**src/rtl/param_sync_fifo_pkg.sv**
```systemverilog
// rtl/param_sync_fifo_pkg.sv - shared defaults and width helper for param_sync_fifo
//
// Purpose: default geometry of the FIFO and the occupancy-counter width helper.
// Contents:
//   DEF_DATA_W  default data word width
//   DEF_DEPTH   default number of entries (power of two)
//   cnt_width() bits needed to hold an occupancy of 0..depth

package param_sync_fifo_pkg;

  localparam int DEF_DATA_W = 8;
  localparam int DEF_DEPTH  = 16;

  // A power-of-two depth needs one bit beyond the address width so that the
  // "completely full" value DEPTH is representable.
  function automatic int cnt_width(input int depth);
    return $clog2(depth) + 1;
  endfunction

endpackage

```
**src/rtl/param_sync_fifo_mem.sv**
```systemverilog
// rtl/param_sync_fifo_mem.sv - storage array for param_sync_fifo
//
// Purpose: DEPTH x DATA_W register array, one synchronous write port and one
// asynchronous read port. Contents are not reset.
// Ports:
//   clk_i  clock, writes on rising edge
//   we     write enable
//   waddr  write address
//   wdata  write data
//   raddr  read address
//   rdata  read data, combinational from raddr

module fifo_mem
  import param_sync_fifo_pkg::*;
#(
  parameter int DATA_W = DEF_DATA_W,
  parameter int DEPTH  = DEF_DEPTH,
  localparam int AW    = $clog2(DEPTH)
) (
  input  logic              clk_i,
  input  logic              we,
  input  logic [AW-1:0]     waddr,
  input  logic [DATA_W-1:0] wdata,
  input  logic [AW-1:0]     raddr,
  output logic [DATA_W-1:0] rdata
);

  logic [DATA_W-1:0] mem [DEPTH];

  always_ff @(posedge clk_i) begin
    if (we) begin
      mem[waddr] <= wdata;
    end
  end

  assign rdata = mem[raddr];

endmodule

```
**src/rtl/param_sync_fifo.sv**
```systemverilog
// rtl/param_sync_fifo.sv - parametrised single-clock FIFO with flags and flush
//
// Purpose: rate-smoothing buffer between same-clock producer and consumer.
// Build option: define PARAM_SYNC_FIFO_FWFT_EN for first-word-fall-through
// reads; default is a registered read with a one-cycle rvalid_o pulse.
// Ports:
//   clk_i           clock
//   rst_i           asynchronous active-high reset
//   clr_i           synchronous flush of pointers, count and sticky flags
//   wdata_i/wr_en_i write data / request
//   rd_en_i         read request (FWFT: pop of the presented word)
//   rdata_o         read data
//   rvalid_o        rdata_o valid
//   full_o/empty_o  count_o == DEPTH / count_o == 0
//   almost_full_o   count_o >= AF_LEVEL
//   almost_empty_o  count_o <= AE_LEVEL
//   count_o         stored entries 0..DEPTH
//   overflow_o      sticky: write attempted while full
//   underflow_o     sticky: read attempted while empty

module param_sync_fifo
  import param_sync_fifo_pkg::*;
#(
  parameter int DATA_W   = DEF_DATA_W,
  parameter int DEPTH    = DEF_DEPTH,
  parameter int AF_LEVEL = DEPTH - 2,
  parameter int AE_LEVEL = 2
) (
  input  logic                   clk_i,
  input  logic                   rst_i,
  input  logic                   clr_i,
  input  logic [DATA_W-1:0]      wdata_i,
  input  logic                   wr_en_i,
  input  logic                   rd_en_i,
  output logic [DATA_W-1:0]      rdata_o,
  output logic                   rvalid_o,
  output logic                   full_o,
  output logic                   empty_o,
  output logic                   almost_full_o,
  output logic                   almost_empty_o,
  output logic [$clog2(DEPTH):0] count_o,
  output logic                   overflow_o,
  output logic                   underflow_o
);

  localparam int AW = $clog2(DEPTH);
  localparam int CW = cnt_width(DEPTH);

  localparam logic [CW-1:0] FULL_C = CW'(DEPTH);
  localparam logic [CW-1:0] AF_C   = CW'(AF_LEVEL);
  localparam logic [CW-1:0] AE_C   = CW'(AE_LEVEL);

  logic [AW-1:0]     wr_ptr_q;
  logic [AW-1:0]     rd_ptr_q;
  logic [CW-1:0]     count_q;
  logic              ovf_q;
  logic              unf_q;
  logic [DATA_W-1:0] mem_rdata;
  logic              wr_acc;
  logic              rd_acc;

  // A flush wins over any same-cycle request; otherwise the full/empty
  // gating alone resolves the simultaneous read+write corner cases.
  assign wr_acc = wr_en_i && !full_o  && !clr_i;
  assign rd_acc = rd_en_i && !empty_o && !clr_i;

  fifo_mem #(
    .DATA_W (DATA_W),
    .DEPTH  (DEPTH)
  ) u_mem (
    .clk_i (clk_i),
    .we    (wr_acc),
    .waddr (wr_ptr_q),
    .wdata (wdata_i),
    .raddr (rd_ptr_q),
    .rdata (mem_rdata)
  );

  always_ff @(posedge clk_i or posedge rst_i) begin
    if (rst_i) begin
      wr_ptr_q <= '0;
      rd_ptr_q <= '0;
      count_q  <= '0;
      ovf_q    <= 1'b0;
      unf_q    <= 1'b0;
    end else if (clr_i) begin
      wr_ptr_q <= '0;
      rd_ptr_q <= '0;
      count_q  <= '0;
      ovf_q    <= 1'b0;
      unf_q    <= 1'b0;
    end else begin
      // Pointers wrap naturally at AW bits because DEPTH is a power of two.
      if (wr_acc) wr_ptr_q <= wr_ptr_q + AW'(1);
      if (rd_acc) rd_ptr_q <= rd_ptr_q + AW'(1);
      case ({wr_acc, rd_acc})
        2'b10:   count_q <= count_q + CW'(1);
        2'b01:   count_q <= count_q - CW'(1);
        default: count_q <= count_q;
      endcase
      if (wr_en_i && full_o)  ovf_q <= 1'b1;
      if (rd_en_i && empty_o) unf_q <= 1'b1;
    end
  end

`ifdef PARAM_SYNC_FIFO_FWFT_EN
  // Head word is always presented; a pop simply advances rd_ptr_q.
  assign rdata_o  = mem_rdata;
  assign rvalid_o = !empty_o;
`else
  logic [DATA_W-1:0] rdata_q;
  logic              rvalid_q;

  // rdata_q deliberately keeps its value on flush and between reads.
  always_ff @(posedge clk_i or posedge rst_i) begin
    if (rst_i) begin
      rdata_q  <= '0;
      rvalid_q <= 1'b0;
    end else if (clr_i) begin
      rvalid_q <= 1'b0;
    end else begin
      rvalid_q <= rd_acc;
      if (rd_acc) rdata_q <= mem_rdata;
    end
  end

  assign rdata_o  = rdata_q;
  assign rvalid_o = rvalid_q;
`endif

  assign count_o        = count_q;
  assign full_o         = (count_q == FULL_C);
  assign empty_o        = (count_q == '0);
  assign almost_full_o  = (count_q >= AF_C);
  assign almost_empty_o = (count_q <= AE_C);
  assign overflow_o     = ovf_q;
  assign underflow_o    = unf_q;

endmodule

```
**config.mk**
```make
export PLATFORM = sky130hd
export DESIGN_NAME = param_sync_fifo
export DESIGN_NICKNAME = d
export VERILOG_FILES = /design/src/rtl/param_sync_fifo_pkg.sv /design/src/rtl/param_sync_fifo_mem.sv /design/src/rtl/param_sync_fifo.sv
export SDC_FILE = /design/constraint.sdc
export NUM_CORES = 1
export LEC_CHECK = 0
export CAP_MARGIN = 15
export CORE_ASPECT_RATIO = 2
export CORE_MARGIN = 5
export CORE_UTILIZATION = 60
export CTS_BUF_LIST = sky130_fd_sc_hd__clkbuf_2
export CTS_CLUSTER_SIZE = 8
export DETAILED_ROUTE_END_ITERATION = 8
export PLACE_DENSITY = 0.88
export SYNTH_ARGS = -nofsm -noshare
export SYNTH_HDL_FRONTEND = slang
export SYNTH_SLANG_ARGS = --single-unit
```
**constraint.sdc**
```tcl
create_clock -name clk_i -period 4.6 [get_ports clk_i]
set_clock_uncertainty 0.15 [all_clocks]
set_input_delay 0.46 -clock clk_i [delete_from_list [all_inputs] [get_ports clk_i]]
set_output_delay 0.46 -clock clk_i [all_outputs]
set_load 0.05 [all_outputs]
```
Yosys cells after proc, flatten, opt, wreduce, memory -nomap -nowiden
Memories as Yosys holds them, arrays and structs flattened. A register that Yosys moved wholly into a read port is not among the register bits.
Index checks and enable logic that the tools add are counted.
Operators by class
  add/subtract/negate cells: 4
  $lt $le $gt $ge: 2
  equal/unequal tests: 3
  muxes and demuxes: 13
  bitwise logic cells: 1
  reductions and logical operators: 16
Operators with widths (number)
  4-bit 2-to-1 mux: 4
  5-bit one-hot mux with 2 select lines: 1
  4-bit by 1-bit adder with 4-bit output (second input constant): 2
  2-bit nonzero test: 4
  1-bit 2-to-1 mux: 7
  1-bit logical AND: 6
  5-bit by 1-bit adder with 5-bit output (second input constant): 1
  5-bit equality test (second input constant): 1
  5-bit by 4-bit greater-or-equal comparator with 1-bit output (second input constant): 1
  5-bit by 2-bit <= comparator with 1-bit output (second input constant): 1
  5-bit logical NOT: 1
  5-bit 2-to-1 mux: 1
  5-bit by 1-bit subtractor with 5-bit output (second input constant): 1
  1-bit logical NOT: 3
  3-bit nonzero test: 1
  2-bit by 1-bit equality test with 1-bit output (second input constant): 1
  2-bit equality test (second input constant): 1
  2-bit AND reduction: 1
  1-bit NOT: 1
Word-level totals
  register bits after elaboration: 16
  RAM bits: 128
  output and inout bits: 20
  memories: 1
Memory list
  u_mem.mem: depth 16, bits a word 8, read ports 1, clocked after Yosys merged registers in 1, wr ports 1, line param_sync_fifo_mem.sv:28  | logic [DATA_W-1:0] mem [DEPTH];

Longest topological paths before layout
  depth after elaboration: 7
  gate-level depth with buffers: 12
  depth with buffers taken out: 10

Modules after synthesis
Synthesis repeated with hierarchy kept, for this count alone.
Unflattened totals
  cells, all modules: 354
  area total of the unflattened synthesis: 6223.5 µm²
Modules (own cells, without submodules)
  fifo_mem: instances 1, cells an instance 221, area an instance 4987.3 µm², sequential area each 3843.7 µm²
  param_sync_fifo: instances 1, cells an instance 133, area an instance 1236.2 µm², sequential area each 600.6 µm²

Worst setup path after synthesis
Ideal clock, no wire load.
  kind: register to output
  start: register count_q[1], in the netlist count_o[1]
  end: output port almost_empty_o
  arrival: 3.290 ns
  required time: 3.990 ns
  setup slack: 0.700 ns
  stages on the path, launching flop included: 3
  path buffers: 1
  path through: dfrtp_1 clkbuf_1 a2111oi_0
On the way
  word-level cells in the longest chain between the ends: 1
RTL lines
  from (decl): line param_sync_fifo.sv:55  | logic [CW-1:0] count_q;
  from (signal assigned): line param_sync_fifo.sv:97  | 2'b10: count_q <= count_q + CW'(1);
  from (signal assigned): line param_sync_fifo.sv:98  | 2'b01: count_q <= count_q - CW'(1);
  from (signal assigned): line param_sync_fifo.sv:99  | default: count_q <= count_q;
  5-bit by 2-bit <= comparator with 1-bit output: line param_sync_fifo.sv:135  | assign almost_empty_o = (count_q <= AE_C);
  to (decl): line param_sync_fifo.sv:40  | output logic almost_empty_o,
Every way passes these cells.

Worst setup path in the final report
  start: register count_q[2], in the netlist count_o[2]
  end: output port empty_o
On the way
  word-level cells in the longest chain between the ends: 1
RTL lines
  5-bit logical NOT: line param_sync_fifo.sv:133  | assign empty_o = (count_q == '0);
  to (decl): line param_sync_fifo.sv:38  | output logic empty_o,
Every way passes these cells.

==> impl_metrics.ini <==
[worst_setup_path]
cp.arrival_ns = 2.86
required_ns = 3.99
slowest_stage = clkdlybuf4s50_1
cpPeakStageDelay_ns = 0.83
cp-start-kind = flip-flop
path_class = flip-flop to primary output
cp-end-kind = primary output
cp_max_fo = 11
reg2reg_setup_slack_ns = 1.41
crit_path_cell_trace = or4_4 > nor2_1 > clkdlybuf4s50_1

[clock_network]
clk_pin_slew_ns = 0.22
cts_tree = yes
cts_sinks = 152
cts_hold_buf = 0
post_cts_resized = 0
clockBufferDepth = 2
cts_made_buffers = 17
post_cts_buffers = 0
clock_latency_ns = 0.68
htree_levels = 4
clockRootBuffer = clkbuf_2

[synth]
synth_area_sq_um = 6250
ys_types = 42
synth_edf_count = 128
ys_warn_count = 0
synth.mux.area_fraction = 0.165
avgSynthCellArea_sq_um = 19.0
synthFlopType = edfxtp_1
synth_top_family_by_area = multiplexers
synth_compound_area_frac = 0.0262
ys_ff_latch = 152
synthesis.nets = 349
synth-simple-area-share = 0.0527
synthAdderAreaFrac = 0.0140
ys_seq_area_frac = 0.711
synthCells = 329
synth_xor_area_frac = 0.0126
synthArstFlopShare = 0.158

[timing]
finalSetupViolations = 0
hold_viol = 0
fmax_mhz = 288
final.period_utilization = 0.754
slew_headroom = 0.342
fin_crit_ns = 3.47
final-max-slew-violation-count = 0
worst_slew_pin_slew_ns = 0.986
grt_setup_unrepaired = no
fin_ws_ns = 1.13
tns_ns = 0

[detailed_routing]
routed-via-count = 3206
postRouteAntennaNets = 0
drt-vias-per-instance = 6.25
route.detailed.drc = 0
wl_um = 12000
drtIter0Drc = 305
wire_per_inst_um = 23.3
dr.pass1.iters = 4

[layout]
area_growth_pct = 11.4
drive_gt1_frac = 0.235
nets = 385
final.fill_count = 689
layout_commonest_cell = edfxtp_1
final_core_utilization = 0.686
layout_common_cells = edfxtp_1 (128), mux4_2 (40), clkdlybuf4s50_1 (32)
antenna_cells = 0

[place]
pre_cts_ws_ns = 1.29
port_buffers = 32
gp_congestion = 0.765
dp_hpwl_um = 8240

[power]
p_per_area_nw_per_um2 = 520
power_leakage_nw = 2.31
ir_drop_uv = 461

[floorplanning]
ios = 33
die_width_um = 82.2
dieArea_sq_um = 12700
core_area_sq_um = 10100
die_h_um = 154
initial_core_util = 0.616
rows = 52

[global_routing]
grt_overflow_total = 0
grt_util_all_layers = 0.215
grt_pass1_wl_um = 19100
grt_pass1_vias = 3527
grt_max_degree = 33
antenna_found_initial = 0

[worst_hold_path]
hold_path_class = input pin to async pin

[run_status]
status = finished, final reports clean

[flow_run]
drv_cap = 0
[kinds of logic (layout without fill, tap and decap cells)]
family	Yosys count	in the layout
multiplexers	51	51
buffers and inverters	24	73
AO/OA/AOI/OAI	25	25
adder cells (fa/ha/maj)	7	7
flip-flops	152	152
AND/OR/NAND/NOR	61	61
XOR/XNOR	9	9
[worst max-delay path: cells and delay by family (launching register included)]
kind / cells / cell delay, ns
DFF: 1 / 0.55
and+or+nand+nor: 2 / 0.80
buffers and inverters: 1 / 0.83
[where the power goes]
part	switching (mW)	internal, mW
clock network	0.475	0.360
logic	0.600	0.474
registers	0.131	1.58
total	1.21	2.41
[cells in the mapped netlist (all sizes together), types with 2 or more instances]
master  count  area share
a21oi       6      0.0048
a31oi       4      0.0040
and2       14       0.014
and3        5      0.0050
buf         8      0.0080
clkbuf     11      0.0066
dfrtp      24       0.096
edfxtp    128        0.62
ha          7       0.014
inv         5      0.0030
mux2        8       0.014
mux2i       3      0.0068
mux4       40        0.14
nand2       4      0.0024
nand3       4      0.0032
nor2       19       0.012
nor3        3      0.0024
nor4        4      0.0040
o21ai       7      0.0062
or3         2      0.0020
xnor2       3      0.0042
xor2        6      0.0084
[stage by stage]
step	instances	power [mW]	area, sq um	hold WS [ns]
final	513	3.62	6960	0.112
after global routing	513	3.79	6960	0.103
after CTS	513	3.64	6960	0.0668
after detailed placement	481	2.82	6680	0.346
after global placement	481	2.79	6680	0.342
after floorplan	329	2.53	6250	0.325
[registers in the layout (all words and copies together), names as in the netlist]
| register | flops |
|---|---|
| u_mem.mem | 128 |
| rdata_o | 8 |
| count_o | 5 |
| rd_ptr_q | 4 |
| wr_ptr_q | 4 |
| overflow_o | 1 |
| rvalid_o | 1 |
| underflow_o | 1 |
[worst paths after layout]
path | from | endpoint | depth (start not counted)
worst max-delay path | count_o[2]$_DFFE_PP0P_ | empty_o | 3
worst min-delay path | rst_i | rdata_o[1]$_DFFE_PP0P_ | 2
worst max register to register | count_o[2]$_DFFE_PP0P_ | count_o[4]$_DFFE_PP0P_ | 10
worst min register to register | rdata_o[2]$_DFFE_PP0P_ | rdata_o[2]$_DFFE_PP0P_ | 1
max in group asynchronous | rst_i | rd_ptr_q[0]$_DFFE_PP0P_ | 2
min in group clk_i | clr_i | count_o[2]$_DFFE_PP0P_ | 3
[per-layer routing]
metal | GRT usage | vias to the layer above | part of all wire
li1 | - | 1399 | -
met1 | 0.247 | 1657 | 0.35
met2 | 0.370 | 129 | 0.57
met3 | 0.0501 | 21 | 0.050
met4 | 0.0975 | 0 | 0.032
met5 | 0 | - | 0
[final cells by class]
class | instances | area [sq um] | area share
timing repair buffer | 36 | 350 | 0.0503
inverter | 5 | 18.8 | 0.00270
clock inverter | 15 | 199 | 0.0286
sequential | 152 | 4450 | 0.639
multi-input combinational | 153 | 1690 | 0.243
tap | 135 | 169 | 0.0243
clock buffer | 17 | 85.1 | 0.0122
No activity file was read; power rests on OpenSTA's default activity.
